<file path="config.mk">
export PLATFORM = sky130hd
export DESIGN_NAME = sys_reset_ctrl
export DESIGN_NICKNAME = d
export VERILOG_FILES = /design/src/rtl/f8_sysctl_pkg.sv /design/src/rtl/btn_debounce.sv /design/src/rtl/sys_reset_ctrl.sv
export SDC_FILE = /design/constraint.sdc
export NUM_CORES = 1
export LEC_CHECK = 0
export BUFFER_PORTS_ARGS = -buffer_cell sky130_fd_sc_hd__buf_2
export CAP_MARGIN = 0
export CORE_ASPECT_RATIO = 1.1
export CORE_UTILIZATION = 50
export CTS_CLUSTER_SIZE = 40
export DETAILED_ROUTE_END_ITERATION = 8
export GPL_ROUTABILITY_DRIVEN = 0
export PLACE_DENSITY = 0.67
export SLEW_MARGIN = 20
export SYNTH_ARGS = -nofsm -noshare
export SYNTH_HDL_FRONTEND = slang
export SYNTH_HIERARCHICAL = 1
export SYNTH_SLANG_ARGS = --single-unit
</file>
<file path="constraint.sdc">
create_clock -name CLK -period 2.3 [get_ports CLK]
set_input_delay 0.345 -clock CLK [delete_from_list [all_inputs] [get_ports CLK]]
set_output_delay 0.345 -clock CLK [all_outputs]
set_load 0.03 [all_outputs]
</file>
<file path="src/rtl/f8_sysctl_pkg.sv">
// Shared types and constants for the f8 board-level reset/clock-enable sequencer.
//   sysctl_state_t : sequencer FSM state; the encoding is visible on the debug LEDs
//   RESET_COUNT_W  : width of the saturating reset counter
package f8_sysctl_pkg;

  typedef enum logic [1:0] {
    RESET   = 2'b00,
    HOLD    = 2'b01,
    RUN     = 2'b10,
    TRAPPED = 2'b11
  } sysctl_state_t;

  localparam int RESET_COUNT_W = 8;

endpackage

</file>
<file path="src/rtl/btn_debounce.sv">
// Reset-button conditioner: two-flop synchroniser followed by a debounce counter.
// The synchronised level must differ from the registered stable level for
// 2^BITS-1 consecutive CLK cycles before the stable level follows it.
// Ports:
//   CLK              in  board clock
//   power_on_reset_n in  asynchronous active-low reset
//   BTN_N            in  raw button, active low, asynchronous to CLK
//   pressed          out registered debounced press level (1 = held down)
module btn_debounce #(
  parameter int BITS = 16
) (
  input  logic CLK,
  input  logic power_on_reset_n,
  input  logic BTN_N,
  output logic pressed
);

  // The last count value before the stable level flips; the flip itself is
  // the 2^BITS-1'th consecutive disagreeing cycle.
  localparam logic [BITS-1:0] CNT_LAST = {BITS{1'b1}} - 1'b1;

  logic            sync1;
  logic            sync2;
  logic            stable;
  logic [BITS-1:0] cnt;

  // NOTE: synchroniser and stable level reset to 1 (button released), not 0,
  // so the system does not see a phantom press as it comes out of reset.
  always_ff @(posedge CLK or negedge power_on_reset_n) begin
    if (!power_on_reset_n) begin
      sync1  <= 1'b1;
      sync2  <= 1'b1;
      stable <= 1'b1;
      cnt    <= '0;
    end else begin
      sync1 <= BTN_N;
      sync2 <= sync1;
      if (sync2 == stable) begin
        cnt <= '0;
      end else if (cnt == CNT_LAST) begin
        stable <= sync2;
        cnt    <= '0;
      end else begin
        cnt <= cnt + 1'b1;
      end
    end
  end

  assign pressed = ~stable;

endmodule

</file>
<file path="src/rtl/sys_reset_ctrl.sv">
// Board-level reset and clock-enable sequencer for the f8 system on iCEBreaker.
// Generates a single-CLK clock enable, holds the system in reset for a fixed
// number of enabled ticks after the button is released, and supervises the
// system trap flag with an optional automatic restart.
// Ports:
//   CLK              in  board clock (12 MHz)
//   power_on_reset_n in  asynchronous active-low reset
//   BTN_N            in  raw reset button, active low
//   trap             in  system trap flag, sampled only on clk_en
//   clk_en           out one-CLK-wide enable, once every DIV CLK cycles
//   sys_reset        out active-high system reset (registered)
//   state            out sequencer state for debug LEDs
//   reset_count      out resets since power-on, saturating
module sys_reset_ctrl
  import f8_sysctl_pkg::*;
#(
  parameter int DIV             = 4,
  parameter int DEBOUNCE_BITS   = 16,
  parameter int HOLD_CYCLES     = 16,
  parameter bit TRAP_RESTART    = 1'b1,
  parameter int TRAP_DELAY_BITS = 20
) (
  input  logic                     CLK,
  input  logic                     power_on_reset_n,
  input  logic                     BTN_N,
  input  logic                     trap,
  output logic                     clk_en,
  output logic                     sys_reset,
  output logic [1:0]               state,
  output logic [RESET_COUNT_W-1:0] reset_count
);

  localparam int DIV_W  = $clog2(DIV);
  localparam int HOLD_W = $clog2(HOLD_CYCLES + 1);

  localparam logic [DIV_W-1:0]           DIV_LAST   = DIV_W'(DIV - 1);
  localparam logic [HOLD_W-1:0]          HOLD_LAST  = HOLD_W'(HOLD_CYCLES - 1);
  // Restart fires on the 2^TRAP_DELAY_BITS-1'th cycle spent in TRAPPED.
  localparam logic [TRAP_DELAY_BITS-1:0] DELAY_LAST = {TRAP_DELAY_BITS{1'b1}} - 1'b1;

  logic                       pressed;
  logic [DIV_W-1:0]           div_cnt;
  logic [DIV_W-1:0]           div_next;
  sysctl_state_t              state_q;
  sysctl_state_t              state_d;
  logic [HOLD_W-1:0]          hold_cnt;
  logic [HOLD_W-1:0]          hold_d;
  logic [TRAP_DELAY_BITS-1:0] delay_cnt;
  logic [TRAP_DELAY_BITS-1:0] delay_d;
  logic                       count_inc;

  btn_debounce #(
    .BITS(DEBOUNCE_BITS)
  ) u_btn_debounce (
    .CLK              (CLK),
    .power_on_reset_n (power_on_reset_n),
    .BTN_N            (BTN_N),
    .pressed          (pressed)
  );

  // clk_en is registered from the next divider value so the pulse lines up
  // with div_cnt == DIV-1 without a combinational output.
  assign div_next = (div_cnt == DIV_LAST) ? '0 : div_cnt + 1'b1;

  // NOTE: sequential state uses non-blocking assignments so every register
  // samples the pre-edge values, independent of statement order.
  always_ff @(posedge CLK or negedge power_on_reset_n) begin
    if (!power_on_reset_n) begin
      div_cnt <= '0;
      clk_en  <= 1'b0;
    end else begin
      div_cnt <= div_next;
      clk_en  <= (div_next == DIV_LAST);
    end
  end

  // NOTE: every variable gets a default at the top of the block, so no path
  // through the case can leave one unassigned and infer a latch.
  always_comb begin
    state_d   = state_q;
    hold_d    = hold_cnt;
    delay_d   = delay_cnt;
    count_inc = 1'b0;
    case (state_q)
      RESET: begin
        if (!pressed) begin
          state_d = HOLD;
          hold_d  = '0;
        end
      end
      HOLD: begin
        if (pressed) begin
          state_d = RESET;
        end else if (clk_en) begin
          if (hold_cnt == HOLD_LAST) state_d = RUN;
          else                       hold_d  = hold_cnt + 1'b1;
        end
      end
      RUN: begin
        // Button takes priority over a coincident trap.
        if (pressed) begin
          state_d   = RESET;
          count_inc = 1'b1;
        end else if (clk_en && trap) begin
          state_d = TRAPPED;
          delay_d = '0;
        end
      end
      TRAPPED: begin
        if (pressed) begin
          state_d   = RESET;
          count_inc = 1'b1;
        end else if (TRAP_RESTART) begin
          if (delay_cnt == DELAY_LAST) begin
            state_d   = HOLD;
            hold_d    = '0;
            count_inc = 1'b1;
          end else begin
            delay_d = delay_cnt + 1'b1;
          end
        end
      end
      default: state_d = RESET;
    endcase
  end

  always_ff @(posedge CLK or negedge power_on_reset_n) begin
    if (!power_on_reset_n) begin
      state_q     <= RESET;
      sys_reset   <= 1'b1;
      hold_cnt    <= '0;
      delay_cnt   <= '0;
      reset_count <= '0;
    end else begin
      state_q   <= state_d;
      // Registered from the next state so sys_reset changes on the same edge
      // as the state it belongs to.
      sys_reset <= (state_d == RESET) || (state_d == HOLD);
      hold_cnt  <= hold_d;
      delay_cnt <= delay_d;
      if (count_inc && (reset_count != '1)) begin
        reset_count <= reset_count + 1'b1;
      end
    end
  end

  assign state = state_q;

endmodule

</file>
==> results of run 1 <==
final timing paths:
check	cells past startpoint	slack, ps	start	to
worst max-delay path	6	270	u_btn_debounce/stable	delay_cnt[12]
worst min-delay path	1	110	BTN_N	u_btn_debounce/sync1
worst max register to register	6	270	u_btn_debounce/stable	delay_cnt[12]
worst min register to register	0	360	u_btn_debounce/sync1	u_btn_debounce/sync2
max in group asynchronous	3	1140	power_on_reset_n	sys_reset
min in group asynchronous	2	520	power_on_reset_n	delay_cnt[19]
repair_timing:
item	4_1_cts	5_1_grt
endpoints found under the hold margin	3	0
setup buffers	0	0
hold buffers	1	0
Yosys cell counts (4+ instances only):
| master | number | share of area [%] |
|---|---|---|
| sky130_fd_sc_hd__nor2_1 | 40 | 4.8 |
| sky130_fd_sc_hd__nor3_1 | 6 | 0.96 |
| sky130_fd_sc_hd__xnor2_1 | 32 | 8.9 |
| sky130_fd_sc_hd__and3_1 | 6 | 1.2 |
| sky130_fd_sc_hd__a22o_1 | 4 | 1.1 |
| sky130_fd_sc_hd__ha_1 | 9 | 3.6 |
| sky130_fd_sc_hd__nand4_1 | 7 | 1.4 |
| sky130_fd_sc_hd__dfrtp_1 | 54 | 43 |
| sky130_fd_sc_hd__a21oi_1 | 9 | 1.4 |
| sky130_fd_sc_hd__o21ai_0 | 4 | 0.64 |
| sky130_fd_sc_hd__nor4_1 | 4 | 0.80 |
| sky130_fd_sc_hd__nand2_1 | 20 | 2.4 |
| sky130_fd_sc_hd__nand3_1 | 19 | 3.0 |
| sky130_fd_sc_hd__dfstp_2 | 4 | 3.4 |
| sky130_fd_sc_hd__a211oi_1 | 9 | 2.2 |
| sky130_fd_sc_hd__inv_1 | 16 | 1.9 |
| sky130_fd_sc_hd__a21o_1 | 6 | 1.4 |
report_power, final:
part | switching [uW] | total, uW | internal [uW]
combinational | 29.6 | 42.8 | 13.2
sequential | 6.51 | 1030 | 1030
clock | 410 | 937 | 526
stage by stage:
| step | std cells | instance area [um2] | total power, uW | setup slack, ps | hold WS (ps) |
|---|---|---|---|---|---|
| after global routing | 410 | 3520 | 2090 | 124 | 90.3 |
| after global placement | 393 | 3320 | 1100 | 311 | 346 |
| after detailed placement | 393 | 3320 | 1100 | 277 | 347 |
| after floorplan | 301 | 3140 | 1070 | 358 | 49.4 |
| after CTS | 410 | 3520 | 2040 | 265 | 95.1 |
| final | 410 | 3520 | 2010 | 271 | 106 |
worst max-delay path, delay by kind of cell, from the launching register on:
kind	cells	cell delay (ps)
and+or+nand+nor	2	730
AOI/OAI and AO/OA	3	530
buffers and inverters	1	110
DFF	1	540
routing by layer:
layer  wire length, um  track usage (%)  vias up
met5                 0                0        -
met4               110             9.43        0
met3               141             4.30       10
met2              2600             29.4       32
met1              2720             24.5     1059
li1                  -                -     1113
registers in the layout (all words and copies together) (netlist names):
register and cells:
clk_en 1, delay_cnt 20, div_cnt 2, hold_cnt 5, reset_count 8, state 2
sys_reset 1, u_btn_debounce/cnt 16, u_btn_debounce/stable 1, u_btn_debounce/sync1 1, u_btn_debounce/sync2 1
layout by cell type (no fill, tap or decap), drive strengths merged, types with 10 or more instances in the layout:
cell and n:
nand3 19, nand2 21, clkbuf 11, nor2 42, inv 16, a211oi 10, dfrtp 54, xnor2 32
nand4 11, buf 21
area by class of cell:
| cell class | count | area share, % |
|---|---|---|
| Multi-Input combinational cell | 221 | 44.6 |
| Sequential cell | 58 | 41.4 |
| Timing Repair Buffer | 22 | 4.05 |
| Clock buffer | 11 | 4.02 |
| Tap cell | 77 | 2.74 |
| Inverter | 16 | 1.71 |
| Clock inverter | 5 | 1.53 |
kinds of logic (layout without fill, tap and decap cells):
logic type,Yosys count,count (layout),share of synthesized area (%)
flops,58,58,46.4
fa+ha+maj,9,9,3.59
simple gates,127,127,23.1
mux,5,5,1.80
compound gates,45,45,11.9
buf+inv,22,54,3.47
xor+xnor,35,35,9.78
==> results.py, run 1 <==
metrics = {
    "critical_path": {
        "critical-path-slowest-cell": "sky130_fd_sc_hd__or4_4",
        "crit_type": "reg -> reg",
        "worst-endpoint-arrival_ps": 2240,
        "critical_path_peak_fanout": 9,
        "path_cells": "inv_1 > nand2b_4 > or4_4 > a211oi_2 > a21o_1 > a21oi_1",
        "worstSetupEndpointType": "register",
        "cp-start-kind": "register",
        "crit_required_ps": 2510,
        "worst_path_largest_cell_delay_ps": 550,
    },
    "timing": {
        "max-slew-margin-rel_pct": 58.2,
        "min_period_ps": 2030,
        "max_slew.worst_pin.slew_ps": 625,
        "final.period_utilization_pct": 88.2,
        "setup_violations": 0,
        "report.final.slew_viol_count": 0,
        "clock-skew-final_ps": 7.67,
        "final-hold-violation-count": 0,
        "grt_setup_unrepaired": "no",
        "finalSetupTns_ps": 0,
        "maxClockFrequency_ghz": 0.493,
    },
    "yosys": {
        "synthCells": 301,
        "yosysWarningCount": 6,
        "synthesis.area_per_instance_um2": 10.4,
        "synth_cell_types": 52,
        "synth-edff-count": 0,
        "synth_top_flop_cell": "sky130_fd_sc_hd__dfrtp_1",
        "ys_seq_elements": 58,
        "netlist_area_before_placement_um2": 3140,
        "async_reset_ff_share_pct": 100,
        "sequential_element_share_of_the_synthesized_area_pct": 46.4,
        "post_synthesis_net_count": 314,
    },
    "finish": {
        "final_layout_size_suffix_gt1_share_pct": 19.5,
        "antenna_cells": 0,
        "finalNetCount": 341,
        "num-fill-cells": 490,
        "layout.core_utilization_pct": 59.5,
        "sequential_cell_area_um2": 1460,
        "syn2layout_area_growth_pct": 12.3,
        "multi_input_comb_area_um2": 1570,
    },
    "grt": {
        "grt_usage_pct": 18.8,
        "grt_pass1_wl_um": 9630,
        "grt_max_degree": 37,
        "grt-ovfl-total": 0,
        "grt_antenna_before_repair": 0,
        "grt_pass1_vias": 2109,
    },
    "clock_network": {
        "max-clock-path-buffers": 2,
        "cts_inserted_buffers": 9,
        "h-tree-depth": 3,
        "worst_skew_pair.late_latency_ps": 330,
        "post_cts_resized": 0,
        "clock_pin_slew_of_the_registers_on_the_worst_case_setup_and_hold_paths_ps": 70,
        "cts_tree": "done",
        "cts.sinks": 58,
        "clock_tree.root_cell": "sky130_fd_sc_hd__clkbuf_8",
    },
    "hold_path": {
        "worst_hold_path_type": "in -> reg",
    },
    "status": {
        "run_status": "finished clean",
    },
    "route": {
        "first_pass_iters": 4,
        "drt-wirelength-per-cell_um": 13.6,
        "detail_route.drc_violations": 0,
        "num_vias": 2214,
        "drt_wl_total_um": 5580,
        "route.detailed.vias_per_inst": 5.40,
        "ant_nets": 0,
        "detailedRoute.firstIterationViolations": 108,
    },
    "floorplanning": {
        "core-area_um2": 5910,
        "io_pins": 16,
        "die_h_um": 85.1,
        "rows": 29,
        "initial_core_utilization_pct": 53.0,
        "die_area_um2": 6590,
        "die_width_um": 77.5,
    },
    "job": {
        "drv_cap": 0,
    },
    "placement": {
        "buffer_ports.inserted": 15,
        "post-dp-hpwl_um": 3860,
    },
    "power": {
        "pwr_per_cell_area_nw_per_um2": 572,
        "vdd_ir_max_uv": 488,
        "leakage_uw": 0.00160,
    },
}
Power figures use the tool's default switching activity.
==> run 2: changes to the inputs <==
- ABC_AREA: not set -> 1
==> run 2 against run 1 <==
Critical path depth stayed put; combinational power up 13%; clock skew is 3.3 ps higher; register-to-register slack improved by 250 ps; count of clock-buffer cells in the layout did not move; non-clock buffer count down 4; sequential power is essentially flat; via count is 25% higher; synthesized cell count rose by 45%; utilization decreased by 0.67 points.
==> results.py, run 2 <==
metrics = {
    "timing": {
        "setup_violations": 0,
        "min_period_ps": 1780,
        "final.period_utilization_pct": 77.5,
        "final-hold-violation-count": 0,
        "maxClockFrequency_ghz": 0.561,
        "max-slew-margin-rel_pct": 66.6,
        "report.final.slew_viol_count": 0,
        "max_slew.worst_pin.slew_ps": 501,
        "clock-skew-final_ps": 10.9,
        "finalSetupTns_ps": 0,
        "worst_slack_ps": 518,
        "grt_setup_unrepaired": "no",
    },
    "critical_path": {
        "crit_buf_inv": 0,
        "critical-path-slowest-cell": "sky130_fd_sc_hd__dfrtp_1",
        "worst_path_largest_cell_delay_ps": 410,
        "cp-start-kind": "register",
        "path_cells": "ha_1 > nand3_1 > nor2_1 > a31oi_1 > nand2_2 > xor2_1",
        "worstSetupEndpointType": "register",
        "crit_type": "reg -> reg",
        "worst-endpoint-arrival_ps": 2000,
        "dominant_delay_contributor_by_cell_family_on_the_critical_path": "simple AND/OR/NAND/NOR gates",
        "ff2ff_setup_slack_ps": 520,
        "critical_path_peak_fanout": 11,
        "crit_required_ps": 2520,
    },
    "yosys": {
        "async_reset_ff_share_pct": 100,
        "synth-edff-count": 0,
        "dominant_cell_by_count_in_the_synthesized_netlist": "sky130_fd_sc_hd__nand2_1",
        "ys_seq_elements": 58,
        "post_synth_and_or_nand_nor_area_fraction_pct": 35.5,
        "mux_cell_area_share_after_synthesis_pct": 0,
        "post-synth-top-area-cell": "sky130_fd_sc_hd__dfrtp_1",
        "synthCells": 437,
        "synth_cell_types": 32,
        "synth_common_cells": "136 x sky130_fd_sc_hd__nand2_1, 54 x sky130_fd_sc_hd__dfrtp_1, 52 x sky130_fd_sc_hd__nor2_1",
        "sequential_element_share_of_the_synthesized_area_pct": 43.4,
        "post_synthesis_net_count": 450,
        "synth_compound_gate_area_share_pct": 6.03,
        "netlist_area_before_placement_um2": 3360,
        "yosysWarningCount": 6,
        "netlist.area_leader.share_pct": 40.2,
        "synthAdderAreaFrac_pct": 3.35,
        "largest_family_of_logic_cells_by_synthesized_area": "simple AND/OR/NAND/NOR gates",
        "synthesis.area_per_instance_um2": 7.69,
        "synth_area_leaders": "sky130_fd_sc_hd__dfrtp_1 40%, sky130_fd_sc_hd__nand2_1 15%, sky130_fd_sc_hd__nor2_1 5.8%, sky130_fd_sc_hd__nand3_1 5.4%, sky130_fd_sc_hd__inv_1 4.6%",
        "xor_xnor_share_of_the_synthesized_area_pct": 5.47,
        "synth_top_flop_cell": "sky130_fd_sc_hd__dfrtp_1",
    },
    "finish": {
        "largest_register_ffs": 20,
        "leading_cell_type_in_the_layout_fill_and_taps_excluded": "sky130_fd_sc_hd__nand2_1",
        "multi_input_comb_area_um2": 1690,
        "syn2layout_area_growth_pct": 11.1,
        "max_flop_register": "delay_cnt",
        "most-common-layout-cells": "136 x sky130_fd_sc_hd__nand2_1, 54 x sky130_fd_sc_hd__dfrtp_1, 52 x sky130_fd_sc_hd__nor2_1",
        "final_layout_size_suffix_gt1_share_pct": 14.6,
        "num-fill-cells": 577,
        "antenna_cells": 0,
        "reg.largest.list": "delay_cnt (20), u_btn_debounce/cnt (16), reset_count (8)",
        "finalNetCount": 474,
        "finalInstanceArea_um2": 3730,
        "layout.core_utilization_pct": 58.9,
        "sequential_cell_area_um2": 1460,
    },
    "route": {
        "drt-wirelength-per-cell_um": 12.3,
        "first_pass_iters": 4,
        "route.detailed.vias_per_inst": 5.07,
        "drt_wl_total_um": 6720,
        "num_vias": 2766,
        "ant_nets": 0,
        "detailedRoute.firstIterationViolations": 89,
        "detail_route.drc_violations": 0,
    },
    "placement": {
        "placedInstanceArea_um2": 3520,
        "buffer_ports.inserted": 15,
        "pre_cts_ws_ps": 536,
        "post-dp-hpwl_um": 4790,
    },
    "clock_network": {
        "h-tree-depth": 3,
        "clock_pin_slew_of_the_registers_on_the_worst_case_setup_and_hold_paths_ps": 70,
        "cts_hold_buffers": 1,
        "cts.repair_timing.setup_buffer_count": 0,
        "cts.sinks": 58,
        "max-clock-path-buffers": 2,
        "cts_inserted_buffers": 9,
        "worst_skew_pair.late_latency_ps": 340,
        "post_cts_resized": 0,
        "cts_tree": "done",
        "clock_tree.root_cell": "sky130_fd_sc_hd__clkbuf_8",
    },
    "floorplanning": {
        "initial_core_utilization_pct": 53.0,
        "rows": 30,
        "core-area_um2": 6340,
        "die_width_um": 80.2,
        "io_pins": 16,
        "die_h_um": 88.0,
        "die_area_um2": 7050,
    },
    "power": {
        "leakage_uw": 0.00173,
        "total_power_uw": 2050,
        "vdd_ir_max_uv": 430,
        "pwr_per_cell_area_nw_per_um2": 550,
    },
    "grt": {
        "grt_usage_pct": 21.2,
        "grt_pass1_vias": 2582,
        "grt_antenna_before_repair": 0,
        "grt_pass1_wl_um": 11300,
        "grt_max_degree": 59,
        "grt-ovfl-total": 0,
    },
    "hold_path": {
        "worst_hold_path_type": "in -> reg",
    },
    "job": {
        "drv_cap": 0,
    },
    "status": {
        "run_status": "finished clean",
    },
}
## run 2: power breakdown
part	total, uW	switching (uW)	internal (uW)
Sequential	1030	6.17	1030
Clock	972	419	553
Combinational	48.3	33.3	15.0
## run 2: cell type report
| type | instances | share of cell area, % |
|---|---|---|
| clock buffers | 11 | 4.05 |
| clock inverters | 5 | 1.41 |
| inverters | 43 | 4.52 |
| multi-input cells | 331 | 45.3 |
| flip-flops and latches | 58 | 39.0 |
| well taps | 80 | 2.68 |
| repair buffers | 18 | 3.02 |
## run 2: path summary, 6_finish.rpt
path	cells past startpoint	from	endpoint
worst max-delay path	6	reset_count[0]	reset_count[0]
worst min-delay path	1	BTN_N	u_btn_debounce/sync1
worst max register to register	6	reset_count[0]	reset_count[0]
worst min register to register	0	u_btn_debounce/sync1	u_btn_debounce/sync2
max in group asynchronous	3	power_on_reset_n	u_btn_debounce/sync2
min in group asynchronous	3	power_on_reset_n	u_btn_debounce/cnt[6]
## run 2: logic make-up after synthesis
logic type | count (synthesis)
compound gates | 34
xor+xnor | 21
fa+ha+maj | 9
buf+inv | 48
flops | 58
simple gates | 267
## run 2: through the flow
stage / std cells / hold slack [ps]
after global routing: 546 / 77.1
after floorplan: 437 / 49.4
after global placement: 529 / 358
after CTS: 546 / 79.9
final: 546 / 95.5
after detailed placement: 529 / 360
## run 2: routing by layer
layer	vias up	wire, um	global-route usage, %
met5	-	0	0
met4	0	156	9.58
met3	14	229	6.35
met2	42	3190	35.4
met1	1272	3140	25.2
li1	1438	-	-
==> run 3: changes to the inputs <==
- clock period: 2.3 -> 1.8 ns (I/O delays scaled with it)
==> run 3 against run 2 <==
First-iteration DRC count up 47%; worst hold slack worse by 57 ps; die area unchanged; sequential power up 28%; via count up 1.7%; non-clock buffer count up 6; critical path type unchanged; largest power group unchanged.
==> results.py, run 3 (synthesis results as in run 2) <==
metrics = {
    "critical_path": {
        "register_to_register_path_depth": 10,
        "worst_path_largest_cell_delay_ps": 400,
        "worstSetupEndpointType": "register",
        "worst_flop_to_flop_path_startpoint": "delay_cnt[0]",
        "critical-path-slowest-cell": "sky130_fd_sc_hd__dfrtp_1",
        "rr_endpoint": "reset_count[0]",
        "crit_type": "reg -> reg",
        "crit_buf_inv": 1,
        "dominant_delay_contributor_by_cell_family_on_the_critical_path": "simple AND/OR/NAND/NOR gates",
        "path_cells": "inv_1 > ha_1 > nand2_1 > nor2_1 > nand2_1 > nor2_2 > nand2_2 > nand2_4 > nand2_4 > xor2_1",
        "critical_path_peak_fanout": 11,
        "worst-endpoint-arrival_ps": 1830,
        "ff2ff_setup_slack_ps": 180,
        "cp-start-kind": "register",
        "crit_required_ps": 2010,
    },
    "timing": {
        "grt_setup_unrepaired": "no",
        "setup_violations": 0,
        "max_slew.worst_pin.slew_ps": 519,
        "finalSetupTns_ps": 0,
        "report.final.slew_viol_count": 0,
        "max-slew-margin-rel_pct": 65.3,
        "final-hold-violation-count": 0,
        "hold-worst-slack_ps": 38.1,
        "min_period_ps": 1620,
        "clock-skew-final_ps": 8.64,
        "final.period_utilization_pct": 90.2,
        "maxClockFrequency_ghz": 0.616,
    },
    "clock_network": {
        "h-tree-depth": 3,
        "cts_tree": "done",
        "clock_pin_slew_of_the_registers_on_the_worst_case_setup_and_hold_paths_ps": 60,
        "worst_skew_pair.late_latency_ps": 330,
        "cts.sinks": 58,
        "max-clock-path-buffers": 2,
        "cts_inserted_buffers": 9,
        "clock_tree.root_cell": "sky130_fd_sc_hd__clkbuf_8",
    },
    "hold_path": {
        "min_from": "BTN_N",
        "worst_hold_path_type": "in -> reg",
        "hold_depth": 1,
        "hold_ep": "u_btn_debounce/sync1",
    },
    "power": {
        "power_switching_share_pct": 22.0,
        "internal_power_uw": 1960,
        "netSwitchingPower_uw": 551,
        "combinational_share_of_power_pct": 2.5,
        "vdd_ir_max_uv": 342,
        "pwr_per_cell_area_nw_per_um2": 666,
        "share_seq_of_total_power_pct": 52.7,
        "power.clock.fraction_pct": 44.9,
        "leakage_uw": 0.00175,
    },
    "placement": {
        "buffer_ports.inserted": 15,
        "post-dp-hpwl_um": 5010,
    },
    "route": {
        "first_pass_iters": 4,
        "drt-wirelength-per-cell_um": 12.5,
        "num_vias": 2812,
        "drt_wl_total_um": 6870,
        "detailedRoute.firstIterationViolations": 131,
        "ant_nets": 0,
        "detail_route.drc_violations": 0,
        "route.detailed.vias_per_inst": 5.10,
    },
    "finish": {
        "finalNetCount": 480,
        "final_layout_size_suffix_gt1_share_pct": 15.3,
        "reg.largest.list": "delay_cnt (20), u_btn_debounce/cnt (16), reset_count (8)",
        "largest_register_ffs": 20,
        "antenna_cells": 0,
        "syn2layout_area_growth_pct": 12.1,
        "max_flop_register": "delay_cnt",
        "leading_cell_type_in_the_layout_fill_and_taps_excluded": "sky130_fd_sc_hd__nand2_1",
        "num-fill-cells": 590,
        "most-common-layout-cells": "135 x sky130_fd_sc_hd__nand2_1, 54 x sky130_fd_sc_hd__dfrtp_1, 52 x sky130_fd_sc_hd__nor2_1",
    },
    "grt": {
        "grt_pass1_vias": 2626,
        "grt_pass1_wl_um": 11600,
        "grt-ovfl-total": 0,
        "grt_usage_pct": 21.5,
        "grt_max_degree": 59,
        "grt_antenna_before_repair": 0,
    },
    "floorplanning": {
        "io_pins": 16,
        "die_width_um": 80.2,
        "die_h_um": 88.0,
        "rows": 30,
        "initial_core_utilization_pct": 53.0,
        "die_area_um2": 7050,
        "core-area_um2": 6340,
    },
    "status": {
        "run_status": "finished clean",
    },
    "job": {
        "drv_cap": 0,
    },
}
-- run 3: metal layers --
metal / GRT usage [%] / up-vias / wire [um]
met5: 0 / - / 0
met4: 6.66 / 0 / 58
met3: 5.73 / 7 / 220
met2: 39.5 / 48 / 3610
met1: 24.3 / 1313 / 2980
li1: - / 1444 / -
-- run 3: power by group through the flow --
stage / Combinational, uW / Clock (uW) / Sequential, uW
after floorplan: 24.3 / 0 / 1340
after global placement: 62.9 / 0 / 1340
after detailed placement: 63.3 / 0 / 1350
after CTS: 65.4 / 1160 / 1320
after global routing: 73.0 / 1220 / 1320
final: 62.4 / 1130 / 1320
-- run 3: what timing repair did --
action | 4_1_cts | 5_1_grt
gates resized for setup | 0 | 5
hold buffers | 1 | 0
setup endpoints to repair | 0 | 25
endpoints found under the hold margin | 54 | 0
buffers inserted | 0 | 2
-- run 3: layout make-up --
class | instances | area, um2 | area share, %
clock inverter | 4 | 45.0 | 1.20
tap | 80 | 100 | 2.66
multi-input combinational | 331 | 1700 | 45.2
inverter | 43 | 171 | 4.55
timing repair buffer | 24 | 158 | 4.19
clock buffer | 11 | 131 | 3.49
sequential | 58 | 1460 | 38.7
-- run 3: through the flow --
step                instances  setup WS, ps  cell area [um2]  total power [uW]  util, %
global placement          533           147             3550              1410     56.0
global route              551          6.50             3770              2610     59.4
floorplan                 437          63.2             3360              1370        -
CTS                       549          66.2             3740              2540     58.9
finish                    551           176             3770              2510     59.4
detailed placement        533          85.7             3550              1410     56.0
-- run 3: worst max path at each step --
stage / depth (start not counted) / end / slack (ps) / start
after floorplan: 8 / reset_count[6] / 60 / reset_count[0]
after global placement: 10 / hold_cnt[3] / 150 / hold_cnt[0]
after detailed placement: 10 / hold_cnt[2] / 90 / hold_cnt[0]
after CTS: 9 / delay_cnt[14] / 70 / delay_cnt[0]
after global routing: 10 / hold_cnt[2] / 7 / hold_cnt[1]
final: 10 / reset_count[0] / 180 / delay_cnt[0]
